### src/rtl/stopwatch_pkg.sv
// Shared types and constants for the stopwatch control block.
package stopwatch_pkg;

  localparam int STATE_W                 = 3;
  localparam int DEBOUNCE_CYCLES_DEFAULT = 1_000_000;

  // Controller states; the encoding is driven straight onto the LEDs.
  typedef enum logic [STATE_W-1:0] {
    ST_IDLE    = 3'd0,
    ST_RUNNING = 3'd1,
    ST_PAUSED  = 3'd2,
    ST_LAP     = 3'd3,
    ST_DONE    = 3'd4
  } state_e;

  // Event ordering: a larger code wins when several events share a cycle
  // (max_reached > clear > start > lap).
  typedef enum logic [2:0] {
    EV_NONE  = 3'd0,
    EV_LAP   = 3'd1,
    EV_START = 3'd2,
    EV_CLEAR = 3'd3,
    EV_MAX   = 3'd4
  } event_e;

  // Select the single highest-ranked event among those applicable this cycle.
  function automatic event_e pick_event(input logic max_req, input logic clr_req,
                                        input logic start_req, input logic lap_req);
    if (max_req)        return EV_MAX;
    else if (clr_req)   return EV_CLEAR;
    else if (start_req) return EV_START;
    else if (lap_req)   return EV_LAP;
    else                return EV_NONE;
  endfunction

endpackage

### src/rtl/button_debounce.sv
// Synchronizer + debouncer for one active-low push button; emits a
// one-cycle press event when the debounced level goes released->pressed.
module button_debounce
  import stopwatch_pkg::*;
#(
  parameter int DEBOUNCE_CYCLES = DEBOUNCE_CYCLES_DEFAULT
) (
  input  logic clk,
  input  logic rst,
  input  logic key_n,
  output logic press
);

  localparam int               CNT_W    = $clog2(DEBOUNCE_CYCLES + 1);
  localparam logic [CNT_W-1:0] CNT_LAST = CNT_W'(DEBOUNCE_CYCLES - 1);
  localparam logic [CNT_W-1:0] CNT_MAX  = CNT_W'(DEBOUNCE_CYCLES);

  logic             sync1;
  logic             sync2;
  logic             level;
  logic             level_d;
  logic [CNT_W-1:0] cnt;

  // Two-flop synchronizer for the asynchronous key input.
  // NOTE: sequential state uses non-blocking (<=) so every flop samples the
  // pre-edge value; blocking here would collapse the two stages into one.
  always_ff @(posedge clk) begin
    if (rst) begin
      sync1 <= 1'b1;
      sync2 <= 1'b1;
    end else begin
      sync1 <= key_n;
      sync2 <= sync1;
    end
  end

  // Count consecutive samples that differ from the accepted level; any
  // return to the accepted level restarts the count.
  always_ff @(posedge clk) begin
    if (rst) begin
      cnt   <= '0;
      level <= 1'b1;
    end else if (sync2 == level) begin
      cnt <= '0;
    end else if (cnt == CNT_LAST) begin
      level <= sync2;
      cnt   <= '0;
    end else if (cnt != CNT_MAX) begin
      cnt <= cnt + CNT_W'(1);
    end
  end

  // Falling edge of the debounced level (released->pressed) gives the event.
  always_ff @(posedge clk) begin
    if (rst) begin
      level_d <= 1'b1;
      press   <= 1'b0;
    end else begin
      level_d <= level;
      press   <= level_d & ~level;
    end
  end

endmodule

### src/rtl/stopwatch_ctrl.sv
// Stopwatch controller: debounces three keys and sequences the time counter
// through idle/running/paused/lap/done with registered control outputs.
module stopwatch_ctrl
  import stopwatch_pkg::*;
#(
  parameter int DEBOUNCE_CYCLES = DEBOUNCE_CYCLES_DEFAULT
) (
  input  logic               clk,
  input  logic               rst,
  input  logic               key_start_n,
  input  logic               key_lap_n,
  input  logic               key_clear_n,
  input  logic               max_reached,
  output logic               count_en,
  output logic               counter_clr,
  output logic               lap_hold,
  output logic [STATE_W-1:0] state_o
);

  logic   start_ev;
  logic   lap_ev;
  logic   clear_ev;
  state_e state_q;
  state_e state_d;
  logic   clr_d;
  event_e ev;

  button_debounce #(.DEBOUNCE_CYCLES(DEBOUNCE_CYCLES)) u_db_start (
    .clk(clk), .rst(rst), .key_n(key_start_n), .press(start_ev)
  );
  button_debounce #(.DEBOUNCE_CYCLES(DEBOUNCE_CYCLES)) u_db_lap (
    .clk(clk), .rst(rst), .key_n(key_lap_n), .press(lap_ev)
  );
  button_debounce #(.DEBOUNCE_CYCLES(DEBOUNCE_CYCLES)) u_db_clear (
    .clk(clk), .rst(rst), .key_n(key_clear_n), .press(clear_ev)
  );

  // Next-state logic: mask events not meaningful in the current state, then
  // act on only the highest-ranked remaining one.
  // NOTE: every signal gets a default first so no path leaves it unassigned,
  // which would otherwise infer a latch.
  always_comb begin
    state_d = state_q;
    clr_d   = 1'b0;
    ev      = EV_NONE;
    case (state_q)
      ST_IDLE: begin
        ev = pick_event(1'b0, clear_ev, start_ev, 1'b0);
        if (ev == EV_START)      state_d = ST_RUNNING;
        else if (ev == EV_CLEAR) clr_d   = 1'b1;
      end
      ST_RUNNING: begin
        ev = pick_event(max_reached, 1'b0, start_ev, lap_ev);
        if (ev == EV_MAX)        state_d = ST_DONE;
        else if (ev == EV_START) state_d = ST_PAUSED;
        else if (ev == EV_LAP)   state_d = ST_LAP;
      end
      ST_LAP: begin
        ev = pick_event(max_reached, 1'b0, start_ev, lap_ev);
        if (ev == EV_MAX)        state_d = ST_DONE;
        else if (ev == EV_START) state_d = ST_PAUSED;
        else if (ev == EV_LAP)   state_d = ST_RUNNING;
      end
      ST_PAUSED: begin
        ev = pick_event(1'b0, clear_ev, start_ev, 1'b0);
        if (ev == EV_CLEAR) begin
          state_d = ST_IDLE;
          clr_d   = 1'b1;
        end else if (ev == EV_START) begin
          state_d = ST_RUNNING;
        end
      end
      ST_DONE: begin
        ev = pick_event(1'b0, clear_ev, 1'b0, 1'b0);
        if (ev == EV_CLEAR) begin
          state_d = ST_IDLE;
          clr_d   = 1'b1;
        end
      end
      default: state_d = ST_IDLE;
    endcase
  end

  // State register with outputs registered from the next state, so they
  // change on the same edge as the state they describe.
  always_ff @(posedge clk) begin
    if (rst) begin
      state_q     <= ST_IDLE;
      count_en    <= 1'b0;
      lap_hold    <= 1'b0;
      counter_clr <= 1'b0;
    end else begin
      state_q     <= state_d;
      count_en    <= (state_d == ST_RUNNING) || (state_d == ST_LAP);
      lap_hold    <= (state_d == ST_LAP);
      counter_clr <= clr_d;
    end
  end

  assign state_o = state_q;

endmodule

### config.mk
export PLATFORM = sky130hd
export DESIGN_NAME = stopwatch_ctrl
export DESIGN_NICKNAME = d
export VERILOG_FILES = /design/src/rtl/stopwatch_pkg.sv /design/src/rtl/button_debounce.sv /design/src/rtl/stopwatch_ctrl.sv
export SDC_FILE = /design/constraint.sdc
export NUM_CORES = 1
export LEC_CHECK = 0
export CAP_MARGIN = 20
export CORE_UTILIZATION = 50
export DETAILED_ROUTE_END_ITERATION = 6
export PLACE_DENSITY = 0.67
export SETUP_SLACK_MARGIN = 0.05
export SYNTH_ARGS = -nofsm -noshare
export SYNTH_HDL_FRONTEND = slang
export SYNTH_SLANG_ARGS = --single-unit
### constraint.sdc
create_clock -name clk -period 4.8 [get_ports clk]
set_input_delay 0.96 -clock clk [delete_from_list [all_inputs] [get_ports clk]]
set_output_delay 0.96 -clock clk [all_outputs]
set_load 0.1 [all_outputs]
Yosys cells after proc, flatten, opt, wreduce, memory -nomap -nowiden --
Cells that the tools add are included. W data, S select, Z words.
Word-level totals: latch bits 0, flip-flop bits (word level) 81, logic and storage cells 95, output and inout port bits 6, RAM bits 0, memories kept 0, ROM bits 0
Operators by class: $add $sub $neg 3, muxes and demuxes 27, reductions and logical operators 8, shifts and indexed selects 0, bitwise gates (word level) 9, div/mod/pow operators 0, equality and inequality tests 26, $lt $le $gt $ge 0, $mul 0
Operators with widths (count):
- $add A20 B1 Y20 const B | 3
- $eq A20 B20 Y1 const B | 3
- $ne A20 B20 Y1 const B | 3
- $mux W3 | 16
- $eq A3 B2 Y1 const B | 10
- $pmux W3 S5 | 1
- $eq A3 B1 Y1 const B | 4
- $eq A3 B3 Y1 const B | 3
- $reduce_or A3 Y1 | 3
- $mux W2 | 4
- $not A1 Y1 | 6
- $reduce_and A2 Y1 | 3
- $mux W1 | 5
- $and A1 B1 Y1 | 3
- $eq A1 B1 Y1 | 3
- $logic_not A3 Y1 | 1
- $pmux W1 S3 | 1
- $logic_or A1 B1 Y1 | 1

Depth between registers and ports, before layout --
Gate-level depths: netlist (run 1).
depth after elaboration 11, gate-level depth with buffers 6

Cells and area by module --
From an unflattened synthesis (run 1), not the netlist that was laid out.
Second synthesis, totals: cell total of the unflattened synthesis 428, area total of the unflattened synthesis 3893.7 µm²
Modules (own cells, without submodules):
- button_debounce | instances 3, sequential area each 500.5 µm², cells an instance 135, area an instance 1218.7 µm²
- stopwatch_ctrl | instances 1, sequential area each 120.1 µm², cells an instance 23, area an instance 237.7 µm²

Least setup slack after synthesis (run 1) --
No wires, ideal clock.
kind register to output, start point register state_q[0] (netlist: state_o[0]), end point output state_o[0], setup slack 2.839 ns, cell stages (with the launch flop) 1, data arrival time 1.001 ns, cells stage by stage dfxtp_1
RTL lines:
- start: declaration | RTL line stopwatch_ctrl.sv:23 | state_e state_q;
- start signal: assignment | RTL line stopwatch_ctrl.sv:93 | state_q <= state_d;
- end: declaration | RTL line stopwatch_ctrl.sv:17 | output logic [STATE_W-1:0] state_o
No word-level cell between the ends.

Final worst setup path (run 1) --
start point register state_q[0] (netlist: state_o[0]), end point output state_o[0]
No word-level cell between the ends.

==> results of run 1 <==
routing by layer:
layer | vias up | global-route usage (%) | routed length (um)
li1 | 1509 | - | -
met1 | 1364 | 23.1 | 3210
met2 | 22 | 33.8 | 3240
met3 | 9 | 5.97 | 173
met4 | 0 | 4.47 | 50
met5 | - | 0 | 0
layout make-up:
class,count,area [um2],share of cell area (%)
tap,96,120,2.97
inverter,21,78.8,1.95
timing repair buffer,14,133,3.28
multi-input combinational,304,1890,46.8
clock buffer,9,124,3.06
sequential,81,1620,40.1
clock inverter,7,77.6,1.92
worst min-delay path by stage:
stage | from | endpoint | slack, ps | cells after the start
2_1_floorplan | u_db_clear.sync1 | u_db_clear.sync2 | 390 | 1
3_3_place_gp | u_db_clear.level_d | u_db_clear.press | 400 | 2
3_5_place_dp | u_db_clear.sync1 | u_db_clear.sync2 | 400 | 1
4_1_cts | u_db_lap.level_d | u_db_lap.press | 410 | 2
5_1_grt | u_db_clear.sync1 | u_db_clear.sync2 | 420 | 1
6_report | u_db_lap.level_d | u_db_lap.press | 410 | 2
sequential cells by signal, indices dropped and copies added, names as in the netlist, 3 cells and up:
signal	count
u_db_start.cnt	20
u_db_clear.cnt	20
u_db_lap.cnt	20
state_o	3
synth_stat cells (all sizes together) (2+ instances only):
| cell type | count |
|---|---|
| xor2 | 17 |
| o31ai | 7 |
| nor2b | 2 |
| and3 | 7 |
| a21oi | 29 |
| nand3b | 2 |
| or4b | 2 |
| nor4b | 4 |
| nand2 | 18 |
| clkbuf | 12 |
| xnor2 | 18 |
| nand2b | 3 |
| nand4 | 15 |
| ha | 6 |
| and2 | 5 |
| o21ai | 21 |
| nor2 | 43 |
| buf | 3 |
| or3 | 12 |
| nor3 | 16 |
| o211ai | 2 |
| o311ai | 3 |
| nor4 | 6 |
| nand3 | 26 |
| and4 | 6 |
| or2 | 11 |
| or4 | 8 |
| inv | 21 |
| dfxtp | 81 |
| nor4bb | 3 |
layout by cell type (no fill, tap or decap), types with 6 or more instances in the layout:
master / Yosys / routed
o31ai_1: 7 / 7
o21ai_0: 20 / 20
dfxtp_1: 81 / 81
ha_1: 6 / 6
a21oi_1: 29 / 29
nor4_1: 6 / 6
nor3_1: 16 / 16
and4_1: 6 / 6
clkbuf_8: 0 / 9
nand2_1: 18 / 18
inv_1: 21 / 21
or2_2: 11 / 11
xnor2_1: 18 / 18
nand4_1: 14 / 14
and3_1: 7 / 7
nand3_1: 25 / 25
nor2_1: 43 / 43
or3_1: 10 / 10
clkdlybuf4s50_1: 0 / 11
xor2_1: 17 / 17
or4_1: 8 / 8
power groups by stage:
stage / registers, uW / clock network [uW] / logic, uW
floorplan: 692 / 0 / 9.98
global placement: 692 / 0 / 17.7
detailed placement: 692 / 0 / 18.1
CTS: 676 / 517 / 18.2
global route: 677 / 545 / 20.2
finish: 676 / 502 / 17.9
cells by family (layout without fill, tap and decap cells):
| family | Yosys count | after routing | share of synthesized area (%) |
|---|---|---|---|
| buffers and inverters | 36 | 51 | 3.81 |
| AO/OA/AOI/OAI | 67 | 67 | 10.6 |
| multiplexers | 1 | 1 | 0.275 |
| XOR/XNOR | 35 | 35 | 8.41 |
| AND/OR/NAND/NOR | 195 | 195 | 30.4 |
| flip-flops | 81 | 81 | 44.5 |
| adder cells (fa/ha/maj) | 6 | 6 | 2.06 |
per-stage QoR:
stage	total power, uW	setup WS [ps]
2_1_floorplan	702	2840
3_3_place_gp	710	2230
3_5_place_dp	710	2210
4_1_cts	1210	1870
5_1_grt	1240	1810
6_report	1200	1880
==> reports/qor.txt, run 1 <==
Final min period -> 2920 ps
row count -> 30
slowest stage delay, CP -> 1170 ps
Filler Cell Count -> 643
slowest CP cell -> clkdlybuf4s50_1
initial core utilization -> 52.8%
largest net degree at the start of global routing -> 21
CP Buf/Inv Count -> 1
routed via count -> 2,904
remaining global-route overflow -> 0
Required @ worst endpoint -> 3840 ps
Flop pwr share -> 56.5%
post-CTS setup buffers -> 0
Yosys top cell by area -> dfxtp_1
Yosys warnings -> 0
RSZ-0062 raised after global routing -> no
cell depth of the worst setup path -> 1
placeable core area -> 6910 um2
leak pwr -> 0.00124 uW
net load switching power -> 269 uW
synthesis-to-layout area growth -> 11.0%
VDD IR max -> 0.000158 V
Async SR Flop Fraction -> 0%
# nets final -> 443
antenna-violating nets left -> 0
post-synthesis sequential area ratio -> 44.5%
Post-CTS Resized -> 0
Critical Path End -> state_o[0]
vias per cell -> 5.46
diode count -> 0
Setup crit start kind -> flop
DRT Pass-1 Iters -> 4
Pins Over Slew Limit -> 0
Root Buffer -> clkbuf_8
Slew HR -> 35.5%
Most used DFF post-synth -> dfxtp_1
TritonCTS Buffers -> 9
post-synthesis cell type count -> 47
combinational power share -> 1.5%
die width -> 87.4 um
Reg2Reg Depth -> 4
max-cap violations -> 0
Net Sw Frac -> 22.5%
final core occ -> 58.6%
GR Util All Layers -> 19.3%
Arr. time, crit path -> 1960 ps
WL final -> 6670 um
Die Span Y -> 87.4 um
Critical Path Start -> state_o[0]
Worst-Skew Late Latency -> 350 ps
Post-Layout Cell Count -> 532
# port buffers -> 11
final setup fails -> 0
Setup CP Type -> reg2out
WL/cell -> 12.5 um
Crit path max-delay family -> buffers and inverters
#FFs+latches synth -> 81
DRC viols -> 0
Critical R2R Capture -> u_db_clear.cnt[17]
Setup TNS -> 0 ps
Clock power frac -> 42.0%
r2r startpoint -> u_db_clear.cnt[6]
layout cell share with drive strength beyond 1 -> 8.49%
PwrDens -> 296 nW/um2
flop2flop setup slack -> 2730 ps
vias in the first global route -> 2,672
Clock Skew -> 7.76 ps
DR iter-0 viols -> 41
Tightest Pin Transition -> 965 ps
Final Instance Area -> 4050 um2
run status -> complete, no violations
RePlAce Congestion -> 0.835
worst hold slack -> 408 ps
CTS tree -> yes
synthesized area per cell -> 8.66 um2
EDFF count, synth -> 0
CP Capture Type -> primary output
syn nets -> 433
post-DP HPWL -> 4530 um
area of the mapped netlist -> 3640 um2
Hold Vio Cnt, Final -> 0
die area -> 7640 um2
area of placed instances -> 3840 um2
leading post-synthesis cells by cell area -> dfxtp_1, nor2_1, xnor2_1
htree depth -> 3
CTS max path bufs -> 2
clk slew on worst S/H paths -> 90 ps
antenna violations before repair -> 0
worst-path fanout max -> 7
Mapped Cells -> 421
clk sink count -> 81
global-route wire length before repair -> 11,700 um
I/O pin total -> 12
P_int -> 927 uW
final period utilization -> 60.8%
Max Fclk -> 342 MHz
Post-CTS Hold Buffers -> 0
worst hold path type -> reg2reg
critical-path cell list -> clkdlybuf4s50_1
dpl cells -> 516
Yosys top cell area share -> 44.5%
(Power assumes the default switching activity.)
==> inputs of run 2 (changes only) <==
--- a/config.mk
+++ b/config.mk
@@ -8,7 +8,7 @@
 export CAP_MARGIN = 20
 export CORE_UTILIZATION = 50
 export DETAILED_ROUTE_END_ITERATION = 6
-export PLACE_DENSITY = 0.67
+export PLACE_DENSITY = 0.7
 export SETUP_SLACK_MARGIN = 0.05
 export SYNTH_ARGS = -nofsm -noshare
 export SYNTH_HDL_FRONTEND = slang
==> constraint.sdc (replaced) <==
create_clock -name clk -period 2.45 [get_ports clk]
set_input_delay 0.49 -clock clk [delete_from_list [all_inputs] [get_ports clk]]
set_output_delay 0.49 -clock clk [all_outputs]
set_load 0.1 [all_outputs]
==> run 2 against run 1 <==
Worst setup slack worse by 1500 ps. Wire length rose by 4.2%. Clock power rose by 130%. Die area stayed put.
==> reports/qor.txt, run 2 (synthesized netlist as in run 1, its figures left out) <==
Die Span Y -> 87.4 um (unchanged)
CP Capture Type -> flop
htree depth -> 3 (unchanged)
CTS max path bufs -> 2 (unchanged)
final period utilization -> 85.6%
routing usage on met3 -> 2.84% (-3.1 points)
remaining global-route overflow -> 0 (unchanged)
CTS tree -> yes
run status -> complete, no violations
PwrDens -> 606 nW/um2 (+110%)
clk sink count -> 81 (unchanged)
GR Util All Layers -> 19.5% (+0.19 points)
DR iter-0 viols -> 91 (+120%)
Required @ worst endpoint -> 2740 ps (-1100 ps)
Crit path max-delay family -> simple AND/OR/NAND/NOR gates
Tightest Pin Transition -> 444 ps (-521 ps)
Hold Vio Cnt, Final -> 0 (unchanged)
grt met2 use -> 32.0% (-1.8 points)
Max Fclk -> 477 MHz
largest net degree at the start of global routing -> 21 (unchanged)
biggest registers after layout -> u_db_clear.cnt: 20 flops, u_db_lap.cnt: 20 flops, u_db_start.cnt: 20 flops
vias per cell -> 5.52 (+1.2%)
Final min period -> 2100 ps
worst-path fanout max -> 6 (-1)
Post-CTS Resized -> 0 (unchanged)
antenna-violating nets left -> 0 (unchanged)
clk slew on worst S/H paths -> 90 ps (about the same)
CP Buf/Inv Count -> 0 (-1)
hold_sp -> u_db_clear.level_d
vias in the first global route -> 2,711 (+1.5%)
final setup fails -> 0 (unchanged)
r2r startpoint -> u_db_clear.cnt[1]
die width -> 87.4 um (unchanged)
Post-CTS Hold Buffers -> 0 (unchanged)
# port buffers -> 11 (unchanged)
Clock Skew -> 11.3 ps (+3.50 ps)
Critical Path Start -> u_db_clear.cnt[1]
# nets final -> 451 (+1.8%)
Final Instance Area -> 4120 um2 (+1.9%)
most used cell, CP -> or4_1
Pins Over Slew Limit -> 0 (unchanged)
Setup crit start kind -> flop
critical-path cell list -> ha_1 > nand2_1 > or4_1 > or4_1 > a21oi_1
layout cell share with drive strength beyond 1 -> 11.5% (+3.0 points)
DRC viols -> 0 (unchanged)
post-DP HPWL -> 4760 um (+4.9%)
Min-Delay Path Depth -> 2 (unchanged)
placeable core area -> 6910 um2 (unchanged)
grt peak-use layer -> met2
initial core utilization -> 52.8% (unchanged)
flop2flop setup slack -> 350 ps (-2380 ps)
Post-Layout Cell Count -> 540 (+1.5%)
Slew HR -> 70.0% (+35 points)
Setup CP Type -> reg2reg
Arr. time, crit path -> 2390 ps (+430 ps)
diode count -> 0 (unchanged)
area of placed instances -> 3890 um2 (+1.2%)
WL/cell -> 12.9 um (+2.6%)
RePlAce Congestion -> 0.827 (-0.96%)
slowest stage delay, CP -> 640 ps (-530 ps)
die area -> 7640 um2 (unchanged)
slowest CP cell -> or4_1
row count -> 30 (unchanged)
max-cap violations -> 0 (unchanged)
Root Buffer -> clkbuf_8
VDD IR max -> 0.000285 V (+81%)
TritonCTS Buffers -> 9 (unchanged)
cell depth of the worst setup path -> 5 (+4)
antenna violations before repair -> 0 (unchanged)
Reg2Reg Depth -> 5 (+1)
Worst-Skew Late Latency -> 360 ps (about the same)
synthesis-to-layout area growth -> 13.1%
post-CTS setup buffers -> 0 (unchanged)
met1 Usage GRT -> 24.5% (+1.4 points)
global-route wire length before repair -> 11,700 um (+0.48%)
DRT Pass-1 Iters -> 4 (unchanged)
worst hold path type -> reg2reg
commonest non-fill, non-tap cell in the layout -> dfxtp_1
RSZ-0062 raised after global routing -> no
leak pwr -> 0.00131 uW (+5.5%)
most frequent cells in the layout -> dfxtp_1, nor2_1, a21oi_1
WL final -> 6950 um (+4.2%)
I/O pin total -> 12 (unchanged)
Setup TNS -> 0 ps (unchanged)
routed via count -> 2,982 (+2.7%)
dpl cells -> 524 (+1.6%)
## run 2: changes by cell type in the layout (fill, tap and decap cells not counted)
cell,change
clkinv_2,-1
clkinvlp_4,-1
buf_4,+14
clkinv_4,-1
bufinv_16,+1
clkdlybuf4s50_1,-6
inv_8,+2
## run 2: stage by stage
step | hold WS, ps | worst slack (ps) | utilization (%) | power (uW)
2_1_floorplan | 389 | 564 | - | 1370
3_3_place_gp | 398 | 493 | 56.3 | 1390
3_5_place_dp | 401 | 378 | 56.3 | 1390
4_1_cts | 409 | 355 | 59.7 | 2520
5_1_grt | 421 | 262 | 59.7 | 2580
6_report | 414 | 353 | 59.7 | 2500
## run 2: report_power, final
part	total [uW]	switching, uW	leakage [uW]	internal [uW]
Combinational	38.1	20.0	0.000535	18.1
Clock	1140	540	0.000118	597
Sequential	1320	3.68	0.000654	1320
Total	2500	564	0.00131	1940
## run 2: area by class of cell
type	count	area (um2)
fillers	620	2780
multi-input cells	304	1890
flip-flops and latches	81	1620
repair buffers	22	178
clock buffers	9	124
well taps	96	120
clock inverters	7	109
inverters	21	78.8
## run 2: routing by layer
layer / up-vias / share of wire (%)
li1: 1537 / -
met1: 1394 / 49
met2: 40 / 46
met3: 11 / 2.5
met4: 0 / 2.0
met5: - / 0
## run 2: path summary, 6_finish.rpt
path | end
min | u_db_clear.press
max | u_db_clear.cnt[18]
min reg2reg | u_db_clear.press
max reg2reg | u_db_clear.cnt[18]
## run 2: tightest hold or removal path: stages (launching register included)
cell	delay, ps
dfxtp_1	310
inv_1	40
nor2_1	30
==> inputs of run 3 (changes only) <==
--- a/config.mk
+++ b/config.mk
@@ -8,7 +8,7 @@
 export CAP_MARGIN = 20
 export CORE_UTILIZATION = 50
 export DETAILED_ROUTE_END_ITERATION = 6
-export PLACE_DENSITY = 0.7
+export PLACE_DENSITY = 0.67
 export SETUP_SLACK_MARGIN = 0.05
 export SYNTH_ARGS = -nofsm -noshare
 export SYNTH_HDL_FRONTEND = slang
==> constraint.sdc (replaced) <==
create_clock -name clk -period 2.65 [get_ports clk]
set_input_delay 0.53 -clock clk [delete_from_list [all_inputs] [get_ports clk]]
set_output_delay 0.53 -clock clk [all_outputs]
set_load 0.1 [all_outputs]
==> run 3 against run 2 <==
Clock skew decreased by 2.7 ps. Final area decreased by 1.5%. Hold slack got worse by 2.2 ps. Fmax increased by 1.9%. First-iteration DRC count increased by 7.7%. Critical path type unchanged. Clock power decreased by 19%. Non-clock buffer count decreased by 5. Sequential power decreased by 8%. Power decreased by 12%. Core utilization decreased by 0.91 points. Register-to-register slack improved by 240 ps. Wire length decreased by 2.6%.
==> reports/qor.txt, run 3 (synthesized netlist as in run 1, its figures left out) <==
run status -> complete, no violations
layout cell share with drive strength beyond 1 -> 10.5% (-1.0 points)
die area -> 7640 um2 (unchanged)
Tightest Pin Transition -> 468 ps (+23.9 ps)
combinational power share -> 1.6% (about the same)
clk slew on worst S/H paths -> 90 ps (about the same)
routing usage on met3 -> 5.02% (+2.2 points)
grt peak-use layer -> met2
area of placed instances -> 3850 um2 (-0.97%)
TritonCTS Buffers -> 9 (unchanged)
WL/cell -> 12.7 um (-1.7%)
commonest non-fill, non-tap cell in the layout -> dfxtp_1
routed via count -> 2,961 (-0.70%)
vias per cell -> 5.53 (+0.22%)
# port buffers -> 11 (unchanged)
Worst-Skew Late Latency -> 350 ps (about the same)
Reg2Reg Depth -> 4 (-1)
placeable core area -> 6910 um2 (unchanged)
clk sink count -> 81 (unchanged)
Post-CTS Resized -> 0 (unchanged)
RePlAce Congestion -> 0.868 (+5.0%)
Clock power frac -> 42.5% (-3.0 points)
Root Buffer -> clkbuf_8
antenna-violating nets left -> 0 (unchanged)
Critical Path Start -> u_db_start.cnt[6]
CP Buf/Inv Count -> 0 (unchanged)
synthesis-to-layout area growth -> 11.4%
Setup CP Type -> reg2reg
die width -> 87.4 um (unchanged)
Final min period -> 2060 ps (-38.9 ps)
# nets final -> 446 (-1.1%)
Net Sw Frac -> 22.8% (+0.25 points)
worst hold slack -> 412 ps (-2.18 ps)
Setup crit start kind -> flop
Arr. time, crit path -> 2350 ps (-40 ps)
CP Capture Type -> flop
Final Instance Area -> 4060 um2 (-1.5%)
global-route wire length before repair -> 11,900 um (+1.5%)
final setup fails -> 0 (unchanged)
GR Util All Layers -> 19.8% (+0.26 points)
Die Span Y -> 87.4 um (unchanged)
Max Fclk -> 486 MHz (+1.9%)
CTS tree -> yes
Clock Skew -> 8.61 ps (-2.65 ps)
Slew HR -> 68.4% (-1.6 points)
WL final -> 6770 um (-2.6%)
post-CTS setup buffers -> 0 (unchanged)
Crit path max-delay family -> simple AND/OR/NAND/NOR gates
Flop pwr share -> 56.0% (+3.0 points)
CTS max path bufs -> 2 (unchanged)
Required @ worst endpoint -> 2940 ps (+200 ps)
remaining global-route overflow -> 0 (unchanged)
most frequent cells in the layout -> dfxtp_1, nor2_1, a21oi_1
largest net degree at the start of global routing -> 21 (unchanged)
I/O pin total -> 12 (unchanged)
P_int -> 1690 uW (-13%)
row count -> 30 (unchanged)
final core occ -> 58.8% (-0.91 points)
r2r startpoint -> u_db_start.cnt[6]
Pins Over Slew Limit -> 0 (unchanged)
slowest CP cell -> or4b_2
Hold Vio Cnt, Final -> 0 (unchanged)
diode count -> 0 (unchanged)
PwrDens -> 539 nW/um2 (-11%)
htree depth -> 3 (unchanged)
worst-path fanout max -> 9 (+3)
vias in the first global route -> 2,744 (+1.2%)
slowest stage delay, CP -> 700 ps (+60 ps)
Post-CTS Hold Buffers -> 0 (unchanged)
met1 Usage GRT -> 23.6% (-0.93 points)
Setup TNS -> 0 ps (unchanged)
max-cap violations -> 0 (unchanged)
DRC viols -> 0 (unchanged)
initial core utilization -> 52.8% (unchanged)
final period utilization -> 77.7% (-7.9 points)
post-DP HPWL -> 4740 um (-0.37%)
net load switching power -> 499 uW (-11%)
DRT Pass-1 Iters -> 4 (unchanged)
cell depth of the worst setup path -> 4 (-1)
worst hold path type -> reg2reg
DR iter-0 viols -> 98 (+7.7%)
biggest registers after layout -> u_db_clear.cnt: 20 flops, u_db_lap.cnt: 20 flops, u_db_start.cnt: 20 flops
VDD IR max -> 0.000435 V (+52%)
Critical Path End -> u_db_start.cnt[17]
leak pwr -> 0.00127 uW (-3.1%)
RSZ-0062 raised after global routing -> no
flop2flop setup slack -> 590 ps (+240 ps)
antenna violations before repair -> 0 (unchanged)
Critical R2R Capture -> u_db_start.cnt[17]
grt met2 use -> 33.6% (+1.6 points)
critical-path cell list -> and3_1 > nand4_1 > or4b_2 > a21oi_1
[run 3: worst min-delay path by stage]
| stage | startpoint | to | slack (ps) | cells after the start |
|---|---|---|---|---|
| floorplan | u_db_clear.sync1 | u_db_clear.sync2 | 390 | 1 |
| global placement | u_db_lap.level_d | u_db_lap.press | 400 | 2 |
| detailed placement | u_db_start.level_d | u_db_start.press | 400 | 2 |
| CTS | u_db_clear.level_d | u_db_clear.press | 410 | 2 |
| global route | u_db_lap.level_d | u_db_lap.press | 410 | 2 |
| finish | u_db_start.level_d | u_db_start.press | 410 | 2 |
[run 3: layout make-up]
cell class / count / area (um2)
clock inverters: 7 / 83.8
well taps: 96 / 120
flip-flops and latches: 81 / 1620
fillers: 653 / 2850
multi-input cells: 304 / 1890
clock buffers: 9 / 124
repair buffers: 17 / 140
inverters: 21 / 78.8
[run 3: through the flow]
step                      total power, uW  std cells  worst slack, ps
after floorplan                      1270        421              764
after global routing                 2280        535              455
final                                2190        535              592
after CTS                            2220        535              594
after detailed placement             1290        519              611
after global placement               1290        519              657
[run 3: power by group through the flow]
| stage | combinational, uW | sequential, uW | clock [uW] |
|---|---|---|---|
| floorplan | 18.1 | 1250 | 0 |
| global placement | 35.1 | 1250 | 0 |
| detailed placement | 35.6 | 1250 | 0 |
| CTS | 35.7 | 1220 | 961 |
| global route | 39.2 | 1230 | 1010 |
| finish | 34.7 | 1220 | 929 |
[run 3: layer usage]
layer | share of wire (%) | vias up
met5 | 0 | -
li1 | - | 1526
met3 | 2.6 | 8
met1 | 47 | 1385
met2 | 49 | 42
met4 | 1.4 | 0
[run 3: tightest hold or removal path, delay by kind of cell (launching register included)]
| family | cells | cell delay, ps |
|---|---|---|
| flip-flops | 1 | 310 |
| buffers and inverters | 1 | 40 |
| AND/OR/NAND/NOR | 1 | 30 |
